<file path="src/rtl/seq_divider.sv">
// -----------------------------------------------------------------------------
// seq_divider
//   Multi-cycle restoring unsigned divider. One shift/subtract step per clock,
//   MSB first, behind a start/busy/done handshake. Produces
//   quotient_o = dividend_i / divisor_i and remainder_o = dividend_i % divisor_i.
//
//   Optional feature macro: DIVZERO_DETECT_EN
//     defined   : a zero divisor skips the iteration, done fires one cycle after
//                 the start edge, quotient = all ones, remainder = dividend,
//                 div_by_zero_o = 1.
//     undefined : no detection logic; a zero divisor runs the normal WIDTH-step
//                 path (which naturally yields all ones / dividend) and
//                 div_by_zero_o is tied low.
//
// Ports
//   clk            in   1      clock, rising edge
//   rst_n          in   1      asynchronous active-low reset
//   start_i        in   1      request, sampled only in IDLE or DONE
//   dividend_i     in   WIDTH  numerator, captured on accepted start
//   divisor_i      in   WIDTH  denominator, captured on accepted start
//   busy_o         out  1      high while iterating
//   done_o         out  1      one-cycle pulse, results valid
//   quotient_o     out  WIDTH  result, held until next accepted start
//   remainder_o    out  WIDTH  result, held until next accepted start
//   div_by_zero_o  out  1      high with done for a zero divisor (macro build)
// -----------------------------------------------------------------------------
module seq_divider #(
  parameter int WIDTH = 4
) (
  input  logic             clk,
  input  logic             rst_n,
  input  logic             start_i,
  input  logic [WIDTH-1:0] dividend_i,
  input  logic [WIDTH-1:0] divisor_i,
  output logic             busy_o,
  output logic             done_o,
  output logic [WIDTH-1:0] quotient_o,
  output logic [WIDTH-1:0] remainder_o,
  output logic             div_by_zero_o
);

  localparam int CNT_W = (WIDTH > 1) ? $clog2(WIDTH) : 1;

  typedef enum logic [1:0] {
    IDLE = 2'd0,
    RUN  = 2'd1,
    DONE = 2'd2
  } state_t;

  state_t           state_q, state_d;
  logic [CNT_W-1:0] cnt_q, cnt_d;
  // n_q holds the not-yet-consumed dividend bits; quotient bits shift in at
  // the LSB as dividend bits leave at the MSB.
  logic [WIDTH-1:0] n_q, n_d;
  logic [WIDTH-1:0] d_q, d_d;
  // The partial remainder is always < divisor after a step, so WIDTH bits are
  // enough to store it; the extra bit only exists in the shifted value.
  logic [WIDTH-1:0] r_q, r_d;
  logic [WIDTH-1:0] quot_q, quot_d;
  logic [WIDTH-1:0] rem_q, rem_d;

  logic [WIDTH:0]   r_shift;
  logic             ge;
  logic [WIDTH-1:0] r_step;
  logic [WIDTH-1:0] n_step;

  // One restoring step. When ge is set the true difference is below the
  // divisor, so computing it modulo 2^WIDTH loses nothing.
  always_comb begin
    r_shift = {r_q, n_q[WIDTH-1]};
    ge      = (r_shift >= {1'b0, d_q});
    r_step  = ge ? (r_shift[WIDTH-1:0] - d_q) : r_shift[WIDTH-1:0];
    n_step  = {n_q[WIDTH-2:0], ge};
  end

`ifdef DIVZERO_DETECT_EN
  logic dbz_q, dbz_d;
`endif

  always_comb begin
    state_d = state_q;
    cnt_d   = cnt_q;
    n_d     = n_q;
    d_d     = d_q;
    r_d     = r_q;
    quot_d  = quot_q;
    rem_d   = rem_q;
`ifdef DIVZERO_DETECT_EN
    dbz_d   = dbz_q;
`endif
    case (state_q)
      IDLE, DONE: begin
        if (start_i) begin
          state_d = RUN;
          cnt_d   = '0;
          n_d     = dividend_i;
          d_d     = divisor_i;
          r_d     = '0;
          quot_d  = '0;
          rem_d   = '0;
`ifdef DIVZERO_DETECT_EN
          dbz_d   = 1'b0;
          if (divisor_i == '0) begin
            state_d = DONE;
            quot_d  = '1;
            rem_d   = dividend_i;
            dbz_d   = 1'b1;
          end
`endif
        end else if (state_q == DONE) begin
          state_d = IDLE;
        end
      end
      RUN: begin
        r_d   = r_step;
        n_d   = n_step;
        cnt_d = cnt_q + CNT_W'(1);
        if (cnt_q == CNT_W'(WIDTH - 1)) begin
          state_d = DONE;
          quot_d  = n_step;
          rem_d   = r_step;
        end
      end
      default: state_d = IDLE;
    endcase
  end

  always_ff @(posedge clk or negedge rst_n) begin
    if (!rst_n) begin
      state_q <= IDLE;
      cnt_q   <= '0;
      n_q     <= '0;
      d_q     <= '0;
      r_q     <= '0;
      quot_q  <= '0;
      rem_q   <= '0;
`ifdef DIVZERO_DETECT_EN
      dbz_q   <= 1'b0;
`endif
    end else begin
      state_q <= state_d;
      cnt_q   <= cnt_d;
      n_q     <= n_d;
      d_q     <= d_d;
      r_q     <= r_d;
      quot_q  <= quot_d;
      rem_q   <= rem_d;
`ifdef DIVZERO_DETECT_EN
      dbz_q   <= dbz_d;
`endif
    end
  end

  // Status outputs are decodes of the state register only.
  assign busy_o      = (state_q == RUN);
  assign done_o      = (state_q == DONE);
  assign quotient_o  = quot_q;
  assign remainder_o = rem_q;
`ifdef DIVZERO_DETECT_EN
  assign div_by_zero_o = dbz_q;
`else
  assign div_by_zero_o = 1'b0;
`endif

endmodule
</file>
<file path="config.mk">
export PLATFORM = sky130hd
export DESIGN_NAME = seq_divider
export DESIGN_NICKNAME = d
export VERILOG_FILES = /design/src/rtl/seq_divider.sv
export SDC_FILE = /design/constraint.sdc
export NUM_CORES = 1
export LEC_CHECK = 0
export CORE_MARGIN = 2
export CORE_UTILIZATION = 35
export DETAILED_ROUTE_END_ITERATION = 8
export PLACE_DENSITY = 0.67
export SKIP_LAST_GASP = 1
export SYNTH_ARGS = -nofsm -noshare
export SYNTH_HDL_FRONTEND = slang
export SYNTH_SLANG_ARGS = --single-unit
export TNS_END_PERCENT = 5
</file>
<file path="constraint.sdc">
create_clock -name clk -period 2.41 [get_ports clk]
set_input_delay 0.482 -clock clk [delete_from_list [all_inputs] [get_ports clk]]
set_output_delay 0.482 -clock clk [all_outputs]
set_load 0.02 [all_outputs]
</file>
==> flow_metrics.tcl <==
set metrics [dict create \
    status "complete, no violations" \
    ys.flop_type "dfrtp_1" \
    gr-total-overflow 0 \
    min_period_over_period_pct 93.7 \
    drtIter0Drc 20 \
    final_hold_viol_count 0 \
    post-route-util_pct 45.3 \
    top_layer_used "met4" \
    postCtsHoldBufs 0 \
    cts_buffer_depth 2 \
    finalNetCount 156 \
    p_leak_nw 0.697 \
    avgRoutedWirePerCell_microns 13.0 \
    crit_type "reg2out" \
    dpl.cell_count 180 \
    ioPinCount 22 \
    m1WireLength_microns 1190 \
    antenna_cells 0 \
    row_count 21 \
    grtUsageTotal_pct 14.0 \
    core-area_sq_mm 0.00328 \
    wl_met2_microns 1070 \
    power.total_mw 2.29 \
    cts_buffers 3 \
    finClkSkew_ps 1.30 \
    antenna_found_initial 0 \
    synth_nets 132 \
    vdd_drop_max_uv 610 \
    dr_wl_met3_microns 99 \
    cap_violations 0 \
    gp_congestion 0.786 \
    die_w_microns 62 \
    synth_edf_count 0 \
    grt_pass1_wl_microns 3870 \
    insertion_delay_ps 320 \
    hold_class "in2async" \
    clk_pin_slew_worst_paths_ps 130 \
    dp_slack_ps 526 \
    drive_gt1_share_pct 11.6 \
    grt_pass1_vias 840 \
    start_kind "register" \
    fin_hold_ws_ps 500 \
    worstMarginPinSlew_ps 524 \
    dpl-instance-area_sq_mm 0.00143 \
    worst-r2r-setup-slack_ps 520 \
    crit_start "state_q[1]" \
    cts_tree "yes" \
    fmaxAchievable_mhz 443 \
    ys_seq_elements 24 \
    worstRegToRegCells 6 \
    port_buffers 20 \
    crit_fanout 14 \
    synthesis.instances 115 \
    power_density_mw_per_mm2 1540 \
    drt_pass1_iterations 4 \
    dp_hpwl_microns 1760 \
    end_kind "primary output" \
    dieArea_sq_mm 0.00384 \
    post-route-drc-count 0 \
    critPathRequiredTime_ps 1930 \
    drtAntennaViolNets 0 \
    slew_viol_final 0 \
    grt_start_max_net_pins 25 \
    numClockSinks 24 \
    final-setup-viol-count 0 \
    worstReg2RegEnd "remainder_o[2]" \
    instances_no_fill 184 \
    setup_ws_ps 151 \
    regToRegStartpoint "r_q[1]" \
    final_common_cell "dfrtp_1" \
    root_buffer "clkbuf_4" \
    syn_avg_cell_area_sq_um 10.2 \
    cts.htree.levels 1 \
    ctsResizeCount 0 \
    maxSlewHeadroom_pct 64.9 \
    finalSetupTns_ps 0 \
    crit_arrival_ps 1780 \
    rsz0062_at_grt "no" \
    synth_cell_types 33 \
    post_cts_buffers 0 \
    async_flop_share_pct 100 \
    fin_area_sq_mm 0.00149 \
    routed_wl_microns 2390 \
    vias 863 \
    syn_to_final_growth_pct 26.2 \
    fp.dieH_microns 62 \
    yosysWarningCount 0 \
    period_needed_ps 2260 \
    cp-endpoint "busy_o" \
    routed_via_density 4.69 \
    yosysSeqAreaShare_pct 51.0 \
    start_util_pct 35.8 \
    mostFrequentLayoutCells "dfrtp_1, nand2_1, clkdlybuf4s50_1, o21ai_0, inv_1" \
    synth_area_sq_mm 0.00118 \
]
## cell usage after synthesis (3+ instances only)
cell type	number	area, sq um
a22o_1	5	43.8
nor2b_1	3	18.8
ha_1	5	62.6
inv_1	6	22.5
nor2_1	4	15.0
mux2i_1	3	30.0
dfrtp_1	24	601
o21ai_0	11	55.1
nand2_1	23	86.3
## worst max-delay path, stage by stage (launching register included)
cell             delay [ps]
dfrtp_1                 400
nand2b_1                210
inv_2                   210
clkdlybuf4s50_1         640
## cell families (layout without fill, tap and decap cells)
group / count (synthesis) / in the layout / share of synthesized area (%)
other cells: 1 / 1 / 0.319
compound gates: 30 / 30 / 18.7
flops: 24 / 24 / 51.0
simple gates: 39 / 39 / 14.8
mux: 4 / 4 / 3.83
buf+inv: 10 / 33 / 3.61
xor+xnor: 1 / 1 / 0.744
fa+ha+maj: 6 / 6 / 7.01
## how the worst min path moves through the flow
| stage | cells after the start | end |
|---|---|---|
| 2_1_floorplan | 0 | cnt_q[0] |
| 3_3_place_gp | 2 | quotient_o[3] |
| 3_5_place_dp | 2 | d_q[0] |
| 4_1_cts | 2 | d_q[3] |
| 5_1_grt | 2 | quotient_o[1] |
| 6_report | 2 | quotient_o[1] |
## per-layer routing
metal,up-vias,track usage [%]
met5,-,0
li1,438,-
met2,20,19.6
met3,6,2.90
met1,399,20.1
met4,0,7.60
## power breakdown
group | switching (mW) | internal, mW | leakage [nW]
sequential | 0.102 | 0.585 | 0.302
clock | 0.127 | 0.168 | 0.0279
combinational | 0.724 | 0.583 | 0.368
## state kept, by name (all words and copies together), names as in the netlist
register     count
n_q              4
cnt_q            2
remainder_o      4
state_q          2
d_q              4
r_q              4
quotient_o       4
## final cells by class
| cell class | instances | area, sq um |
|---|---|---|
| sequential | 24 | 601 |
| clock buffer | 3 | 22.5 |
| multi-input combinational | 81 | 534 |
| fill | 304 | 1800 |
| tap | 46 | 57.6 |
| clock inverter | 1 | 30.0 |
| inverter | 7 | 26.3 |
| timing repair buffer | 22 | 215 |
Power figures use the tool's default switching activity.
